## src/rtl/ace_pkg.sv

```systemverilog
// Shared ACE snoop types for the CCU read path: snoop info from the AR decoder,
// CRRESP bit positions and the aggregated snoop response.
package ace_pkg;

  typedef logic [3:0] acsnoop_t;

  localparam acsnoop_t SnpReadOnce   = 4'b0000;
  localparam acsnoop_t SnpReadShared = 4'b0001;
  localparam acsnoop_t SnpReadClean  = 4'b0010;
  localparam acsnoop_t SnpReadUnique = 4'b0111;

  typedef struct packed {
    acsnoop_t snoop_trs;
    logic     accepts_dirty;
    logic     accepts_shared;
  } snoop_info_t;

  localparam int unsigned CrDataTransfer = 0;
  localparam int unsigned CrError        = 1;
  localparam int unsigned CrPassDirty    = 2;
  localparam int unsigned CrIsShared     = 3;
  localparam int unsigned CrWasUnique    = 4;

  typedef logic [4:0] crresp_t;

  typedef struct packed {
    logic data_available;
    logic pass_dirty;
    logic is_shared;
    logic was_unique;
    logic error;
    logic writeback_needed;
  } snoop_resp_t;

  typedef enum logic [1:0] {
    StIdle  = 2'd0,
    StBcast = 2'd1,
    StResp  = 2'd2
  } bcast_state_e;

  // A shared line offered to an initiator that cannot take it is reported as an error.
  function automatic snoop_resp_t build_resp(crresp_t acc, snoop_info_t info);
    snoop_resp_t r;
    r.data_available   = acc[CrDataTransfer];
    r.pass_dirty       = acc[CrPassDirty];
    r.is_shared        = acc[CrIsShared] & info.accepts_shared;
    r.was_unique       = acc[CrWasUnique];
    r.error            = acc[CrError] | (acc[CrIsShared] & ~info.accepts_shared);
    r.writeback_needed = acc[CrPassDirty] & ~info.accepts_dirty;
    return r;
  endfunction

endpackage

```

## src/rtl/ace_crresp_aggregator.sv

```systemverilog
// Folds this cycle's accepted CR responses into the running OR accumulator
// and records which ports announced a data transfer.
module ace_crresp_aggregator
  import ace_pkg::*;
#(
  parameter int unsigned NoPorts = 4
) (
  input  logic [NoPorts-1:0]      cr_hs_i,
  input  logic [NoPorts-1:0][4:0] cr_resp_i,
  input  crresp_t                 acc_i,
  input  logic [NoPorts-1:0]      mask_i,
  output crresp_t                 acc_o,
  output logic [NoPorts-1:0]      mask_o
);

  always_comb begin
    acc_o  = acc_i;
    mask_o = mask_i;
    for (int i = 0; i < NoPorts; i++) begin
      if (cr_hs_i[i]) begin
        acc_o     = acc_o | cr_resp_i[i];
        mask_o[i] = cr_resp_i[i][CrDataTransfer];
      end
    end
  end

endmodule

```

## src/rtl/ace_snoop_broadcaster.sv

```systemverilog
// Broadcasts one AC snoop to every master but the initiator, collects all CR
// responses and returns a single aggregated response plus data mask.
module ace_snoop_broadcaster
  import ace_pkg::*;
#(
  parameter int unsigned NoPorts   = 4,
  parameter int unsigned AddrWidth = 64,
  parameter type         ac_chan_t = logic [AddrWidth+6:0],
  localparam int unsigned IdxW     = (NoPorts > 1) ? $clog2(NoPorts) : 1
) (
  input  logic                    clk_i,
  input  logic                    rst_i,
  input  logic                    req_valid_i,
  output logic                    req_ready_o,
  input  logic [AddrWidth-1:0]    req_addr_i,
  input  logic [2:0]              req_prot_i,
  input  logic [IdxW-1:0]         req_initiator_i,
  input  snoop_info_t             req_info_i,
  output logic [NoPorts-1:0]      ac_valid_o,
  input  logic [NoPorts-1:0]      ac_ready_i,
  output ac_chan_t                ac_o,
  input  logic [NoPorts-1:0]      cr_valid_i,
  output logic [NoPorts-1:0]      cr_ready_o,
  input  logic [NoPorts-1:0][4:0] cr_resp_i,
  output logic                    resp_valid_o,
  input  logic                    resp_ready_i,
  output snoop_resp_t             resp_o,
  output logic [NoPorts-1:0]      data_mask_o
);

  bcast_state_e           state_q, state_d;
  logic [AddrWidth-1:0]   addr_q, addr_d;
  logic [2:0]             prot_q, prot_d;
  snoop_info_t            info_q, info_d;
  logic [NoPorts-1:0]     target_q, target_d;
  logic [NoPorts-1:0]     sent_q, sent_d;
  logic [NoPorts-1:0]     got_q, got_d;
  crresp_t                acc_q, acc_d;
  logic [NoPorts-1:0]     mask_q, mask_d;

  logic [NoPorts-1:0]     tgt_new;
  logic [NoPorts-1:0]     ac_hs, cr_hs;
  crresp_t                agg_acc;
  logic [NoPorts-1:0]     agg_mask;

  always_comb begin
    tgt_new = '0;
    for (int i = 0; i < NoPorts; i++) begin
      tgt_new[i] = (IdxW'(i) != req_initiator_i);
    end
  end

  assign ac_hs = ac_valid_o & ac_ready_i;
  assign cr_hs = cr_ready_o & cr_valid_i;

  ace_crresp_aggregator #(
    .NoPorts (NoPorts)
  ) u_agg (
    .cr_hs_i   (cr_hs),
    .cr_resp_i (cr_resp_i),
    .acc_i     (acc_q),
    .mask_i    (mask_q),
    .acc_o     (agg_acc),
    .mask_o    (agg_mask)
  );

  always_ff @(posedge clk_i) begin
    if (rst_i) begin
      state_q  <= StIdle;
      addr_q   <= '0;
      prot_q   <= '0;
      info_q   <= '0;
      target_q <= '0;
      sent_q   <= '0;
      got_q    <= '0;
      acc_q    <= '0;
      mask_q   <= '0;
    end else begin
      state_q  <= state_d;
      addr_q   <= addr_d;
      prot_q   <= prot_d;
      info_q   <= info_d;
      target_q <= target_d;
      sent_q   <= sent_d;
      got_q    <= got_d;
      acc_q    <= acc_d;
      mask_q   <= mask_d;
    end
  end

  // A single-port system has nobody to snoop and answers with an empty response.
  always_comb begin
    state_d = state_q;
    unique case (state_q)
      StIdle:  if (req_valid_i) state_d = (tgt_new == '0) ? StResp : StBcast;
      StBcast: if ((got_q | cr_hs) == target_q) state_d = StResp;
      StResp:  if (resp_ready_i) state_d = StIdle;
      default: state_d = StIdle;
    endcase
  end

  always_comb begin
    addr_d   = addr_q;
    prot_d   = prot_q;
    info_d   = info_q;
    target_d = target_q;
    sent_d   = sent_q;
    got_d    = got_q;
    acc_d    = acc_q;
    mask_d   = mask_q;
    if (state_q == StIdle && req_valid_i) begin
      addr_d   = req_addr_i;
      prot_d   = req_prot_i;
      info_d   = req_info_i;
      target_d = tgt_new;
      sent_d   = '0;
      got_d    = '0;
      acc_d    = '0;
      mask_d   = '0;
    end else if (state_q == StBcast) begin
      sent_d = sent_q | ac_hs;
      got_d  = got_q | cr_hs;
      acc_d  = agg_acc;
      mask_d = agg_mask;
    end
  end

  // CR ready uses the registered sent bit, so a port's CR lands at least one cycle after its AC.
  always_comb begin
    req_ready_o  = 1'b0;
    ac_valid_o   = '0;
    cr_ready_o   = '0;
    resp_valid_o = 1'b0;
    resp_o       = '0;
    data_mask_o  = '0;
    unique case (state_q)
      StIdle:  req_ready_o = 1'b1;
      StBcast: begin
        ac_valid_o = target_q & ~sent_q;
        cr_ready_o = sent_q & ~got_q;
      end
      StResp: begin
        resp_valid_o = 1'b1;
        resp_o       = build_resp(acc_q, info_q);
        data_mask_o  = mask_q;
      end
      default: ;
    endcase
  end

  assign ac_o = ac_chan_t'({addr_q, info_q.snoop_trs, prot_q});

endmodule

```

## config.mk

```make
export PLATFORM = sky130hd
export DESIGN_NAME = ace_snoop_broadcaster
export DESIGN_NICKNAME = d
export VERILOG_FILES = /design/src/rtl/ace_pkg.sv /design/src/rtl/ace_crresp_aggregator.sv /design/src/rtl/ace_snoop_broadcaster.sv
export SDC_FILE = /design/constraint.sdc
export NUM_CORES = 1
export LEC_CHECK = 0
export CAP_MARGIN = 20
export CORE_UTILIZATION = 39
export DETAILED_ROUTE_END_ITERATION = 12
export GPL_TIMING_DRIVEN = 0
export PLACE_DENSITY_LB_ADDON = 0.3
export SETUP_SLACK_MARGIN = 0.15
export SLEW_MARGIN = 40
export SYNTH_ARGS = -nofsm -noshare
export SYNTH_HDL_FRONTEND = slang
export SYNTH_HIERARCHICAL = 1
export SYNTH_SLANG_ARGS = --single-unit
```

## constraint.sdc

```tcl
create_clock -name clk_i -period 2.33 [get_ports clk_i]
set_input_delay 0.233 -clock clk_i [delete_from_list [all_inputs] [get_ports clk_i]]
set_output_delay 0.233 -clock clk_i [all_outputs]
set_load 0.005 [all_outputs]
```

Word-level counts from Yosys, hierarchy flattened
Index checks and enable logic that the tools add are counted.
Cells by class
  equality and inequality tests: 9
  multiplexer cells: 15
  bitwise logic cells: 18
  reduce and logical (&&, ||, !) cells: 10
Operators by type and width (count)
  $mux 5: 4
  $or 5x5->5: 4
  $and 4x4->4: 4
  $mux 4: 3
  $mux 2: 4
  $not 4->4: 2
  $or 4x4->4: 2
  $reduce_and 2->1: 4
  $mux 6: 1
  $ne 2x2->1 const B: 3
  $pmux 2 s3: 1
  $eq 4x4->1: 1
  $logic_not 4->1: 1
  $ne 2x2->1 const A: 2
  $and 1x1->1: 3
  $reduce_and 3->1: 1
  $eq 2x1->1 const B: 1
  $eq 2x2->1 const B: 1
  $logic_not 2->1: 1
  $mux 1: 2
  $ne 1x2->1 const A: 1
  $not 1->1: 2
  $reduce_bool 2->1: 1
  $reduce_or 2->1: 1
  2 further kinds: 2
Word-level totals
  bits in registers: 96
  input port bits: 107
  word-level logic and storage cells: 66

Longest topological paths before layout
  word-level depth: 11
  depth in mapped cells: 10
  mapped depth without buffers: 8

By module
Netlist, hierarchy kept.
By module, submodules not included
  ace_snoop_broadcaster: times used 1, cells an instance 453, area an instance 3535.9 um^2, sequential area each 1921.8 um^2
  ace_crresp_aggregator: times used 1, cells an instance 24, area an instance 135.1 um^2, sequential area each 0.0 um^2

Worst setup path before layout
Ideal clock, no wire load.
  kind: reg-to-reg
  start: register state_q[0]
  end: register mask_q[1]
  library setup time: 0.128 ns
  arrival: 1.648 ns
  data required time: 2.202 ns
  slack: 0.554 ns
  cell stages (with the launch flop): 10
  path buffers: 2
  period minus slack after synthesis: 1.776 ns
  cell sequence: dfxtp_1 > nor2b_1 > buf_6 > buf_2 > nand2_1 > nor2_1 > and2_1 > mux2_2 > nand2_1 > a21oi_1
On the way
  word-level cells in the longest chain between the ends: 4
  elaborated cells on any way between the ends: 7
  classes of those cells: 1 x eq/ne; 1 x mux; 1 x bitwise; 4 x reduce/logical
Ends and longest elaborated chain
  from (decl): RTL line ace_snoop_broadcaster.sv:31  | bcast_state_e state_q, state_d;
  from (signal assigned): RTL line ace_snoop_broadcaster.sv:69  | state_q <= StIdle;
  from (signal assigned): RTL line ace_snoop_broadcaster.sv:79  | state_q <= state_d;
  $eq 2x1->1: RTL line ace_snoop_broadcaster.sv:136  | unique case (state_q)
  $mux 4: RTL line ace_snoop_broadcaster.sv:136
  named net cr_ready_o[1]: RTL line ace_snoop_broadcaster.sv:23  | output logic [NoPorts-1:0] cr_ready_o,
  $and 4x4->4: RTL line ace_snoop_broadcaster.sv:54  | assign cr_hs = cr_ready_o & cr_valid_i;
  named net cr_hs[1]: RTL line ace_snoop_broadcaster.sv:42  | logic [NoPorts-1:0] ac_hs, cr_hs;
  $reduce_and 2->1 (no line)
  to (signal assigned): RTL line ace_snoop_broadcaster.sv:87  | mask_q <= mask_d;
  to (decl): RTL line ace_snoop_broadcaster.sv:39  | logic [NoPorts-1:0] mask_q, mask_d;
The timed path passes the listed nets, and every way through them passes these cells.
A chain may end at the register's enable or synchronous reset.

==> results.cfg <==
[synthesis]
ys.warnings.count = 6
synth_ff_type = dfxtp_1
syn-num-nets = 584
synthDistinctLibCells = 27
synth_edf_count = 0
ys_ff_latch = 96
ys_top_cells_by_area = dfxtp_1 52%, nand2_1 18%, a21oi_1 12%, clkbuf_1 2.6%, nor2_1 2.2%
yosys.area.top_type_share_pct = 52.4
postSynthCellCount = 477
synth_top_area_cell = dfxtp_1
synth-async-reset-ratio_pct = 0
ys_seq_area_share_pct = 52.4
syn_area_per_cell_um2 = 7.70
synthesis.area_um2 = 3670
yosysMostFrequentCell = nand2_1
synth_common_cells = 180 x nand2_1, 96 x dfxtp_1, 88 x a21oi_1, 25 x clkbuf_1, 22 x nor2_1

[timing]
min_period_ns = 2.09
fmax_ghz = 0.478
finalClockSkew_ns = 0.0173
fin_setup_tns_ns = 0
post-route-period-util_pct = 89.7
final_max_slew_viol_count = 0
relSlewSlack_pct = 65.1
worst_pin_slew_ns = 0.519
setup_violations = 0
rsz0062_at_grt = no
hold_violations = 0

[final_layout]
layout-drive-gt1-share_pct = 5.47
fin_util_pct = 65.9
syn_to_final_growth_pct = 65.0
fin_nets = 797
diodes = 0

[cts]
clock-sinks = 96
cts_hold_buf = 0
clk_pin_slew_ns = 0.10
clk-insertion-delay-late_ns = 0.36
cts_tree = built
root_buffer = clkbuf_8
cts_buffer_depth = 2
htree_levels = 3
cts_buffers = 9

[die]
start_util_pct = 39.9
die_x_um = 99.0
fp.dieH_um = 99.0
dieArea_um2 = 9800
io_pins = 198
coreArea_um2 = 9200
rows = 35

[routing]
wl_per_cell_um = 13.5
drcViolationCount = 0
num_vias = 3926
drt-initial-drc-count = 95
drt-total-wl_mm = 10.9
ant_nets = 0
firstDrtPassIters = 6
viasPerCell = 4.87

[critical_path]
cp_max_fo = 10
r2r_end = state_q[0]
crit_type = reg2out
reg2reg_from = state_q[0]
arrival_ns = 1.86
rr_worst_depth = 7
required_ns = 2.10
r2r_slack_ns = 0.50
endpoint_kind = output port
start_kind = register
critPathMaxStageDelay_ns = 0.50
cp_slowest_cell = clkdlybuf4s50_1
path_cells = and2b_1 -> clkbuf_4 -> and2_1 -> nor2b_1 -> clkdlybuf4s50_1

[power_and_ir_drop]
peakVddDrop_uv = 300
cellLeakagePower_uw = 0.00231
power.density_nw_per_um2 = 626

[grt]
grt_start_max_net_pins = 17
grt_pass1_wl_mm = 16.8
grt-ovfl-total = 0
grt_antenna_before_repair = 0
grt_usage_pct = 21.5
grt_pass1_vias = 3662

[worst_hold_path]
min_to = addr_q[12]
hp-start = req_addr_i[12]
min_path_type = in2reg
hold_depth = 3

[placed_design]
hpwl_mm = 8.19
gp_congestion = 0.811
port_buffers = 196

[run]
cap_violations = 0

[run_status]
status = completed
[what timing repair did]
action / in CTS / in global routing
gates resized for setup: 10 / 6
setup buffers: 0 / 6
cloned: 0 / 0
setup endpoints to repair: 9 / 6
[final cells by class]
class / count / area [µm²]
buffer: 37 / 191
clock buffer: 10 / 128
clock inverter: 6 / 67.6
fill: 780 / 3140
inverter: 5 / 18.8
multi-input combinational: 339 / 1570
sequential: 96 / 1930
tap: 111 / 139
timing repair buffer: 202 / 2010
[report_power, final]
part / internal (µW) / switching [µW] / total [µW]
Clock: 501 / 586 / 1090
Combinational: 494 / 376 / 870
Sequential: 1760 / 69.7 / 1830
[per-layer routing]
metal / wire (µm) / GRT usage, % / vias up / part of all wire (%)
li1: - / - / 1976 / -
met1: 4540 / 24.7 / 1784 / 42
met2: 5260 / 37.4 / 143 / 48
met3: 810 / 6.17 / 23 / 7.5
met4: 257 / 9.18 / 0 / 2.4
met5: 0 / 0 / - / 0
[cell usage in the layout (no fill, tap or decap), drive strengths merged, types with 3 or more instances in the layout]
master and instances:
a21oi 88, a222oi 4, a311oi 4, a31oi 8
and2 12, buf 18, clkbuf 35, clkdlybuf4s50 193
dfxtp 96, dlymetal6s2s 3, inv 6, nand2 180
nor2 22, nor2b 3, o21ai 3, xnor2 4
[worst max-delay path, delay by kind of cell (launching register included)]
kind,cells,cell delay (ns)
buf+inv,2,0.69
flops,1,0.34
simple gates,3,0.48
[cell families after synthesis]
family | after synthesis | share of synthesized area (%)
muxes | 1 | 0.307
and+or+nand+nor | 224 | 24.5
xor gates and xnor gates | 4 | 0.954
AOI/OAI and AO/OA | 110 | 16.8
buffers and inverters | 42 | 5.08
DFF | 96 | 52.4
[registers in the layout, summed over array words and instances (netlist names)]
| name | flops |
|---|---|
| ac_o | 4 |
| mask_q | 4 |
| addr_q | 64 |
| prot_q | 3 |
| got_q | 4 |
| state_q | 2 |
| sent_q | 4 |
| target_q | 4 |
| acc_q | 5 |
| info_q | 2 |
[worst max path at each step]
stage                    start            end  slack [ns]  cells past startpoint
global placement    state_q[0]  ac_valid_o[1]        0.27                      7
detailed placement  state_q[0]  ac_valid_o[1]        0.26                      7
finish              state_q[0]      resp_o[0]        0.24                      5
floorplan           state_q[0]      mask_q[1]        0.55                      9
CTS                 state_q[0]  ac_valid_o[1]        0.15                      7
global route        state_q[0]      resp_o[0]        0.16                      5
[stage by stage]
stage	std cells	hold slack, ns	instance area, µm²	setup slack, ns	total power (µW)
2_1_floorplan	477	0.342	3670	0.554	2190
3_3_place_gp	784	0.441	5770	0.274	2680
3_5_place_dp	784	0.446	5770	0.264	2700
4_1_cts	800	0.397	5990	0.146	3790
5_1_grt	806	0.408	6060	0.155	3970
6_report	806	0.407	6060	0.239	3790
No activity file was read; power rests on OpenSTA's default activity.
